`src/rtl/muldiv_if.sv`:
```
// Request/response bundle between the issue stage, the register file and the
// iterative multiply/divide unit.
interface muldiv_if #(parameter int XLEN = 32);
  logic            start;
  logic [2:0]      funct3;
  logic [XLEN-1:0] rs1_data;
  logic [XLEN-1:0] rs2_data;
  logic [4:0]      rd_in;
  logic            busy;
  logic            done;
  logic [XLEN-1:0] result;
  logic            wr_en;
  logic [4:0]      wr_addr;

  modport master (output start, funct3, rs1_data, rs2_data, rd_in,
                  input  busy, done, result, wr_en, wr_addr);
  modport slave  (input  start, funct3, rs1_data, rs2_data, rd_in,
                  output busy, done, result, wr_en, wr_addr);
endinterface

```
`src/rtl/muldiv_unit.sv`:
```
// Iterative RV32M multiply/divide: shift-add multiply and restoring divide on
// operand magnitudes, with the sign fix-up applied on the edge entering FIN.
module muldiv_unit #(
  parameter int XLEN  = 32,
  parameter int CNT_W = 5
) (
  input  logic     clk,
  input  logic     rst,
  muldiv_if.slave  bus
);
  localparam logic [1:0] S_IDLE = 2'd0;
  localparam logic [1:0] S_PREP = 2'd1;
  localparam logic [1:0] S_CALC = 2'd2;
  localparam logic [1:0] S_FIN  = 2'd3;
  localparam logic [CNT_W-1:0] LAST = CNT_W'(XLEN-1);
  localparam logic [XLEN-1:0]  ONES = {XLEN{1'b1}};
  localparam logic [XLEN-1:0]  SMIN = {1'b1, {(XLEN-1){1'b0}}};

  logic [1:0]        r_state;
  logic [CNT_W-1:0]  r_cnt;
  logic [2:0]        r_f3;
  logic [XLEN-1:0]   r_a, r_b, r_result;
  logic [4:0]        r_rd;
  logic              r_sa, r_sb;
  logic [2*XLEN-1:0] r_acc, r_x;
  logic [XLEN-1:0]   r_y, r_quo, r_rem;

  logic              w_s1, w_s2, w_sa, w_sb, w_div0, w_ovf;
  logic [XLEN-1:0]   w_ma, w_mb, w_spec;
  logic [2*XLEN-1:0] w_acc_nxt, w_prod;
  logic [XLEN:0]     w_rsh, w_diff;
  logic              w_ge;
  logic [XLEN-1:0]   w_rem_nxt, w_quo_nxt, w_q, w_r, w_fin;

  // Operand signedness per funct3; MUL stays unsigned since its low half is sign-agnostic.
  always_comb begin
    w_s1 = 1'b0;
    w_s2 = 1'b0;
    case (r_f3)
      3'b001, 3'b100, 3'b110: begin w_s1 = 1'b1; w_s2 = 1'b1; end
      3'b010:                 w_s1 = 1'b1;
      default: ;
    endcase
  end

  assign w_sa   = w_s1 & r_a[XLEN-1];
  assign w_sb   = w_s2 & r_b[XLEN-1];
  assign w_ma   = w_sa ? -r_a : r_a;
  assign w_mb   = w_sb ? -r_b : r_b;
  assign w_div0 = (r_b == '0);
  assign w_ovf  = !r_f3[0] && (r_a == SMIN) && (r_b == ONES);
  assign w_spec = w_div0 ? (r_f3[1] ? r_a : ONES) : (r_f3[1] ? '0 : SMIN);

  // One iteration of each datapath; r_y is the multiplier (shifted) or the divisor (static).
  assign w_acc_nxt = r_y[0] ? r_acc + r_x : r_acc;
  assign w_rsh     = {r_rem, r_quo[XLEN-1]};
  assign w_diff    = w_rsh - {1'b0, r_y};
  assign w_ge      = !w_diff[XLEN];
  assign w_rem_nxt = w_ge ? w_diff[XLEN-1:0] : w_rsh[XLEN-1:0];
  assign w_quo_nxt = {r_quo[XLEN-2:0], w_ge};

  assign w_prod = (r_sa ^ r_sb) ? -w_acc_nxt : w_acc_nxt;
  assign w_q    = (r_sa ^ r_sb) ? -w_quo_nxt : w_quo_nxt;
  assign w_r    = r_sa ? -w_rem_nxt : w_rem_nxt;

  always_comb begin
    w_fin = w_r;
    case (r_f3)
      3'b000:                 w_fin = w_prod[XLEN-1:0];
      3'b001, 3'b010, 3'b011: w_fin = w_prod[2*XLEN-1:XLEN];
      3'b100, 3'b101:         w_fin = w_q;
      default:                w_fin = w_r;
    endcase
  end

  always_ff @(posedge clk) begin
    if (rst) begin
      r_state  <= S_IDLE;
      r_cnt    <= '0;
      r_f3     <= '0;
      r_a      <= '0;
      r_b      <= '0;
      r_rd     <= '0;
      r_result <= '0;
      r_sa     <= 1'b0;
      r_sb     <= 1'b0;
      r_acc    <= '0;
      r_x      <= '0;
      r_y      <= '0;
      r_quo    <= '0;
      r_rem    <= '0;
    end else begin
      case (r_state)
        S_IDLE: if (bus.start) begin
          r_f3    <= bus.funct3;
          r_a     <= bus.rs1_data;
          r_b     <= bus.rs2_data;
          r_rd    <= bus.rd_in;
          r_state <= S_PREP;
        end
        S_PREP: begin
          r_sa  <= w_sa;
          r_sb  <= w_sb;
          r_acc <= '0;
          r_x   <= {{XLEN{1'b0}}, w_ma};
          r_y   <= w_mb;
          r_quo <= w_ma;
          r_rem <= '0;
          r_cnt <= '0;
          if (r_f3[2] && (w_div0 || w_ovf)) begin
            r_result <= w_spec;
            r_state  <= S_FIN;
          end else begin
            r_state  <= S_CALC;
          end
        end
        S_CALC: begin
          if (r_f3[2]) begin
            r_quo <= w_quo_nxt;
            r_rem <= w_rem_nxt;
          end else begin
            r_acc <= w_acc_nxt;
            r_x   <= r_x << 1;
            r_y   <= r_y >> 1;
          end
          if (r_cnt == LAST) begin
            r_result <= w_fin;
            r_state  <= S_FIN;
          end else begin
            r_cnt <= r_cnt + 1'b1;
          end
        end
        default: r_state <= S_IDLE;
      endcase
    end
  end

  assign bus.busy    = (r_state != S_IDLE);
  assign bus.done    = (r_state == S_FIN);
  assign bus.result  = r_result;
  assign bus.wr_en   = bus.done && (r_rd != '0);
  assign bus.wr_addr = r_rd;
endmodule
```
`src/flat_wrapper.sv`:
```
// flat-port wrapper written by rule: the top's interface ports become plain ports
module muldiv_unit_flat 
#(
  parameter int XLEN  = 32,
  parameter int CNT_W = 5
)
  (clk, rst, bus_start, bus_funct3, bus_rs1_data, bus_rs2_data, bus_rd_in, bus_busy, bus_done, bus_result, bus_wr_en, bus_wr_addr);
  muldiv_if #(.XLEN(XLEN)) bus_i ();
  input  logic clk;
  input  logic rst;
  input wire logic [$bits(bus_i.start)-1:0] bus_start;
  input wire logic [$bits(bus_i.funct3)-1:0] bus_funct3;
  input wire logic [$bits(bus_i.rs1_data)-1:0] bus_rs1_data;
  input wire logic [$bits(bus_i.rs2_data)-1:0] bus_rs2_data;
  input wire logic [$bits(bus_i.rd_in)-1:0] bus_rd_in;
  output wire logic [$bits(bus_i.busy)-1:0] bus_busy;
  output wire logic [$bits(bus_i.done)-1:0] bus_done;
  output wire logic [$bits(bus_i.result)-1:0] bus_result;
  output wire logic [$bits(bus_i.wr_en)-1:0] bus_wr_en;
  output wire logic [$bits(bus_i.wr_addr)-1:0] bus_wr_addr;
  assign bus_i.start = bus_start;
  assign bus_i.funct3 = bus_funct3;
  assign bus_i.rs1_data = bus_rs1_data;
  assign bus_i.rs2_data = bus_rs2_data;
  assign bus_i.rd_in = bus_rd_in;
  assign bus_busy = bus_i.busy;
  assign bus_done = bus_i.done;
  assign bus_result = bus_i.result;
  assign bus_wr_en = bus_i.wr_en;
  assign bus_wr_addr = bus_i.wr_addr;
  muldiv_unit #(.XLEN(XLEN), .CNT_W(CNT_W)) u_core (.clk(clk), .rst(rst), .bus(bus_i));
endmodule
```
`config.mk`:
```
export PLATFORM = sky130hd
export DESIGN_NAME = muldiv_unit_flat
export DESIGN_NICKNAME = d
export VERILOG_FILES = /design/src/rtl/muldiv_if.sv /design/src/rtl/muldiv_unit.sv /design/src/flat_wrapper.sv
export SDC_FILE = /design/constraint.sdc
export NUM_CORES = 1
export LEC_CHECK = 0
export BUFFER_PORTS_ARGS = -buffer_cell sky130_fd_sc_hd__buf_2
export CORE_AREA = 2 2 258 260
export CTS_CLUSTER_SIZE = 12
export DETAILED_ROUTE_END_ITERATION = 8
export DIE_AREA = 0 0 260 262
export PLACE_DENSITY_LB_ADDON = 0.05
export RECOVER_POWER = 25
export SLEW_MARGIN = 25
export SYNTH_ARGS = -nofsm -noshare
export SYNTH_HDL_FRONTEND = slang
export SYNTH_SLANG_ARGS = --single-unit
export TNS_END_PERCENT = 10
```
`constraint.sdc`:
```
create_clock -name clk -period 5.99 [get_ports clk]
set_input_delay 0.599 -clock clk [delete_from_list [all_inputs] [get_ports clk]]
set_output_delay 0.599 -clock clk [all_outputs]
set_load 0.03 [all_outputs]
```
==> metrics, run 1 <==
Pre-antenna DRT Iters 6; initial antenna violation count 3; Core Area approximately 65,000 sq um; RSZ-0062 raised after global routing no; Startpoint Class flop; DIE AREA ~70,000 sq um; routed len/inst 26.90 um; slew margin rel. -112.3%; Critical Path Max Stage Delay a little under 0.6 ns; final critical-path share of the clock period between 90% and 100%; Net Count, Synth approximately 3,900; Area growth, synth to finish 10.43%; WP data required about 6.5 ns; All-Layer GR Usage about a third; H-tree levels 2; cts bufs inserted 44; clock skew ~0.022 ns; placed wire-length estimate between 90 and 100 mm; fin nets roughly 3,800; outcome complete, but fails checks; DRT antenna net count 0; crit path capture type flop; Crit Path Class flop to flop; # resized after CTS 0; worst-path cell chain ha_1, a21oi_1, o21ai_1, a211oi_1, o21ai_1, xnor2_1, a31oi_1, a2111oi_0, nor4b_2, nor3b_1, buf_4, nor4b_4, nand2b_1, mux2i_1, o22ai_1; die width 260 um; Final GP Congestion 1.010; Slew Limit Fails about 210; Fin. Hold Viols 0; vias post-DR between 20,000 and 30,000; synthesis warning total 0; I/O pin cnt approximately 120; post-CTS setup buffers 0; met3 WL 11.50 mm; highest metal used met5; clock buffer depth 3; Seq/Total Area, Yosys about a quarter; Rows 94; Fmax 0.1751 GHz; final worst path period need 5.710 ns; Post-synth EDFFs 0; Reg clk slew, reported paths approximately 0.060 ns; total power after layout approximately 14 mW; grt total ovfl 0; CTS tree done; Synth Flop Type dfxtp_1; Cells after Synth 3,676; Worst path top cell family by delay compound AO/OA/AOI/OAI gates; Starting Density 40.65%; drc violations 0; Synth cell types between 100 and 150; layout cells sized above 1 about 8.3%; Seq cells post-synth 337; Avg Cell Area, Syn approximately 7.2 sq um; Sink Count approximately 340; Vias/cell 6.461; Metal-1 WL roughly 55 mm; slowest CP cell a2111oi_0; Hold WC Path Type input pin to flop; sum of negative setup slack 0 ns; first-pass GRT wire length ~180 mm; Post-CTS Hold Fix Bufs 0; Met2 Routed Length ~52 mm; root buffer cell clkbuf_16; CP startpoint u_core.r_x[4]; Post-synth ARST share 0%; leakage power 10.74 nW; worst path arrival time approximately 6.2 ns; maximum VDD drop 0.0004041 V; Cell Pwr Density 493.3 nW/um^2; DR iter-0 viols 3,890; pin count of the biggest net entering global routing 198; Port-buffer cells 114; Vert. Die Dim ~260 um; failing checks capacitance limit, slew limit; Routed WL between 100 and 150 mm; final setup vio count 0; vias in the first global route ~27,000; Buf+Inv Stages, Crit Path 1; cell mode on critical path o21ai_1; Worst-Skew Late Latency 0.61 ns; Post-Syn Area between 20,000 and 30,000 sq um; hold path start bus_rs1_data[10]; number of max-cap violations 5; crit-path max FO 6; Worst R2R Start u_core.r_x[4]; Worst Max-Slew Pin Slew 3.184 ns
-- flip-flops by register name, indices dropped and copies added (netlist names) --
register,cells
u_core.r_y,32
u_core.r_b,32
u_core.r_quo,32
u_core.r_a,32
u_core.r_state,2
u_core.r_f3,3
u_core.r_x,64
u_core.r_rem,32
u_core.r_sa,1
u_core.bus.wr_addr,5
u_core.r_cnt,5
u_core.r_acc,64
u_core.r_sb,1
u_core.bus.result,32
-- final timing paths --
kind                                end  slack, ns  cells past startpoint
setup reg to reg  u_core.bus.result[26]       0.28                     15
hold reg to reg          u_core.r_y[31]       0.46                      2
setup / recovery  u_core.bus.result[26]       0.28                     15
hold / removal           u_core.r_a[10]       0.24                      3
-- synthesized netlist by cell type, drive strengths merged, types with 41 or more instances --
library cell	count	share of area (%)
buf	43	0.83
ha	107	5.0
nand2b	58	1.4
a211oi	93	2.7
xnor2	126	4.2
nor3	88	1.7
or3	46	1.1
o21ai	281	5.3
a21oi	348	6.6
nor2	454	6.4
xor2	78	2.6
nand2	423	6.0
dfxtp	337	25
a22oi	95	2.7
clkbuf	213	3.0
nand4	58	1.4
nand3	62	1.2
inv	77	1.1
o211ai	41	1.2
mux2i	41	1.5
-- routing by layer --
metal | vias up | GRT usage [%]
met5 | - | 1.736
met4 | 2 | 10.34
met3 | 178 | 6.250
met2 | 1495 | 51.71
met1 | 14238 | 50.73
li1 | 13386 | -
-- tightest hold or removal path: cells and delay by family --
| family | cells | cell delay (ns) |
|---|---|---|
| compound gates | 1 | 0.05 |
| buf+inv | 1 | 0.09 |
| simple gates | 1 | 0.04 |
-- report_power, final --
part / switching [mW] / leakage [nW] / internal (mW) / total [mW]
Clock: 1.16 / 0.809 / 1.93 / 3.09
Sequential: 0.561 / 2.74 / 2.66 / 3.22
Combinational: 5.68 / 7.20 / 2.46 / 8.14
-- stage by stage --
stage | cells | worst slack (ns) | instance area, sq um | util, % | hold WS, ns
2_1_floorplan | 3676 | 0.5676 | 26540 | - | 0.4319
3_3_place_gp | 4457 | 0.3184 | 27720 | 42.47 | 0.4417
3_5_place_dp | 4457 | 0.2748 | 27730 | 42.48 | 0.4476
4_1_cts | 4534 | 0.2563 | 29370 | 45.00 | 0.2146
5_1_grt | 4534 | 0.03587 | 29300 | 44.89 | 0.2449
6_report | 4535 | 0.2803 | 29300 | 44.89 | 0.2448
-- cell type report --
class,count,area [sq um]
well taps,864,1081
inverters,77,289.0
clock buffers,59,1290
repair buffers,173,983.4
clock inverters,18,355.3
diodes,1,2.502
multi-input cells,3006,18550
fillers,6748,35970
flip-flops and latches,337,6750
-- layout by cell type (no fill, tap or decap), types with 28 or more instances in the layout --
master	n
nand4_1	57
nand2b_1	56
nand2_1	421
xor2_1	77
a22oi_1	95
buf_4	53
clkbuf_16	46
o211ai_1	40
and3_1	29
nor3_1	85
and2_1	29
nor4_1	31
or3_1	46
buf_2	73
a211oi_1	91
inv_1	76
o21ai_0	257
a21oi_1	345
dfxtp_1	336
nor2_1	450
xnor2_1	125
o31ai_1	40
a21o_1	39
a31oi_1	34
clkbuf_1	48
o21a_1	28
nand3_1	62
mux2i_1	41
ha_1	107
-- cell families after synthesis --
family	count (synthesis)	synth area share, %
AOI/OAI and AO/OA	1236	30.53
and+or+nand+nor	1396	24.77
DFF	337	25.42
muxes	61	2.409
buffers and inverters	333	4.932
xor gates and xnor gates	204	6.733
adders and majority gates	109	5.196
Note: power is estimated with default switching activity, not from simulation.
==> run 2: changes to the inputs <==
- PLACE_DENSITY: unset -> 0.64
- PLACE_DENSITY_LB_ADDON: 0.05 -> unset
- SLEW_MARGIN: 25 -> 20
==> run 2 against run 1 <==
  * The flow still finishes with violations (capacitance limit, slew limit)
  * Largest cell class unchanged
  * Critical path depth increased by 1
  * Largest power group unchanged
  * Sequential power about the same
  * Sequential cell count unchanged
  * Via count decreased by 2.3%
  * Sequential share of layout area increased by 0.22 points
  * Global-route usage decreased by 4.8 points
  * Die area unchanged
  * Clock skew increased by 0.024 ns
  * Register-to-register slack improved by 0.24 ns
  * Clock power decreased by 14%
  * Core utilization decreased by 0.42 points
  * Critical path type unchanged
==> metrics, run 2 (same netlist as run 1, synthesis figures left out) <==
initial antenna violation count 1 (was 3); Setup WS post-layout 0.5230 ns (was 0.2803 ns); Fmax 0.1829 GHz (was 0.1751 GHz); routed len/inst 23.27 um (was 26.90 um); first-pass GRT wire length 158.7 mm (was 178.9 mm); Reg clk slew, reported paths 0.07 ns (was 0.06 ns); clock buffer depth 3 (unchanged); Worst R2R Start u_core.r_acc[0] (was u_core.r_x[4]); slew margin rel. -88.61% (was -112.3%); final critical-path share of the clock period 91.27% (was 95.32%); maximum VDD drop 0.0004499 V (was 0.0004041 V); pin count of the biggest net entering global routing 141 (was 198); crit-path max FO 6 (unchanged); Cell Count, Final, Fillers Out 4,528 (was 4,535); layout cells sized above 1 8.106% (was 8.283%); cts bufs inserted 42 (was 44); final worst path period need 5.467 ns (was 5.710 ns); Crit Path Class flop to flop (unchanged); vias post-DR 28,623 (was 29,299); Reg2Reg Depth 16 (was 15); Hold WC Path Type input pin to flop (unchanged); Top Registers u_core.r_acc: 64 flops, u_core.r_x: 64 flops (unchanged); leakage power 10.61 nW (was 10.74 nW); Starting Density 40.65% (unchanged); Core Area 65,280 sq um (unchanged); most frequent cells in the layout nor2_1, nand2_1, a21oi_1 (unchanged); clock skew 0.04578 ns (was 0.02165 ns); Fin Hold WS 0.2162 ns (was 0.2448 ns); Reg-to-Reg End u_core.bus.result[24] (was u_core.bus.result[26]); vias in the first global route 25,407 (was 26,608); total power after layout 13.65 mW (was 14.45 mW); failing checks capacitance limit, slew limit (unchanged); drc violations 0 (unchanged); outcome complete, but fails checks (unchanged); H-tree levels 2 (unchanged); Port-buffer cells 114 (unchanged); worst path arrival time 5.99 ns (was 6.18 ns); fin nets 3,814 (was 3,823); Area growth, synth to finish 9.407% (was 10.43%); Slew Limit Fails 73 (was 209); grt total ovfl 0 (unchanged); CTS tree done (unchanged); Routed WL 105.4 mm (was 122.0 mm); leading cell type in the layout, fill and taps excluded nor2_1 (unchanged); Final GP Congestion 0.9961 (was 1.010); Vert. Die Dim 262 um (unchanged); Pre-antenna DRT Iters 8 (was 6); placed wire-length estimate 79.01 mm (was 92.24 mm); Placed Cells 4,450 (was 4,457); post-CTS setup buffers 0 (unchanged); Worst Max-Slew Pin Slew 2.829 ns (was 3.184 ns); FF-to-FF setup slack 0.52 ns (was 0.28 ns); Place WS 0.5885 ns (was 0.2748 ns); Startpoint Class flop (unchanged); Finished Cell Area 29,030 sq um (was 29,300 sq um); Rows 94 (unchanged); Sink Count 337 (unchanged); diode count 0 (was 1); Post-CTS Hold Fix Bufs 0 (unchanged); DRT antenna net count 0 (unchanged); Vias/cell 6.321 (was 6.461); All-Layer GR Usage 29.97% (was 34.81%); crit path capture type flop (unchanged); Hold Path Stages 3 (unchanged); CP startpoint u_core.r_acc[0] (was u_core.r_x[4]); number of max-cap violations 1 (was 5); placed cell area 27,660 sq um (was 27,730 sq um); Util after Layout 44.48% (was 44.89%); Worst-Skew Late Latency 0.62 ns (was 0.61 ns); final setup vio count 0 (unchanged); DR iter-0 viols 3,502 (was 3,890); die width 260 um (unchanged); sum of negative setup slack 0 ns (unchanged); filler instances 6,719 (was 6,748); Cell Pwr Density 470.2 nW/um^2 (was 493.3 nW/um^2); RSZ-0062 raised after global routing no (unchanged); Worst Setup EP u_core.bus.result[24] (was u_core.bus.result[26]); WP data required 6.51 ns (was 6.46 ns); DIE AREA 68,120 sq um (unchanged); Fin. Hold Viols 0 (unchanged); I/O pin cnt 115 (unchanged); root buffer cell clkbuf_16 (unchanged)
## run 2: cell types whose count changed in the layout (fill, tap and decap cells not counted), sizes merged
cell / delta
bufinv: -8
clkinv: +6
clkbuf: -2
buf: -1
diode: -1
inv: -1
## run 2: worst min path at each step
stage                           from                    end  slack [ns]
3_5_place_dp   u_core.bus.result[12]  u_core.bus.result[12]        0.44
6_report            bus_rs2_data[30]         u_core.r_b[30]        0.22
3_3_place_gp          u_core.r_y[18]         u_core.r_y[18]        0.44
4_1_cts              bus_rs2_data[0]          u_core.r_b[0]        0.21
5_1_grt                bus_funct3[0]         u_core.r_f3[0]        0.23
2_1_floorplan         u_core.r_y[18]         u_core.r_y[18]        0.43
## run 2: area by class of cell
type                       instances  area [sq um]  area share (%)
multi-input combinational       3006         18560           63.91
sequential                       337          6750           23.25
clock buffer                      63          1241           4.275
tap                              864          1081           3.724
timing repair buffer             166         933.4           3.215
inverter                          77         289.0          0.9956
clock inverter                    15         181.4          0.6249
## run 2: worst max-delay path, cell delays in order (launching register included)
cell and delay [ns]:
dfxtp_1 0.36, ha_1 0.23, inv_1 0.07, fa_1 0.44, nand2b_1 0.20, a21o_2 0.26, a211oi_4 0.44, o21ai_1 0.19
and2_1 0.22, xnor2_1 0.19, a2111oi_0 0.60, nor4b_1 0.65, nor3b_1 0.53, nor4b_4 0.45, and3_1 0.22, o21ai_1 0.09
a221oi_2 0.27
## run 2: repair_timing
item	4_1_cts	5_1_grt
setup endpoints to repair	0	1
hold endpoints to repair	0	0
resized for setup	0	1
## run 2: power by group
group	internal [mW]	switching [mW]	total (mW)
clock	1.53	1.14	2.67
sequential	2.66	0.581	3.24
combinational	2.42	5.32	7.74
total	6.61	7.04	13.7
## run 2: metal layers
layer  global-route usage, %  part of all wire, %  up-vias
li1                        -                    -    13376
met1                   42.57                   44    13521
met2                   44.74                   42     1514
met3                   5.874                   10      210
met4                   10.89                  3.9        2
met5                       0                0.010        -
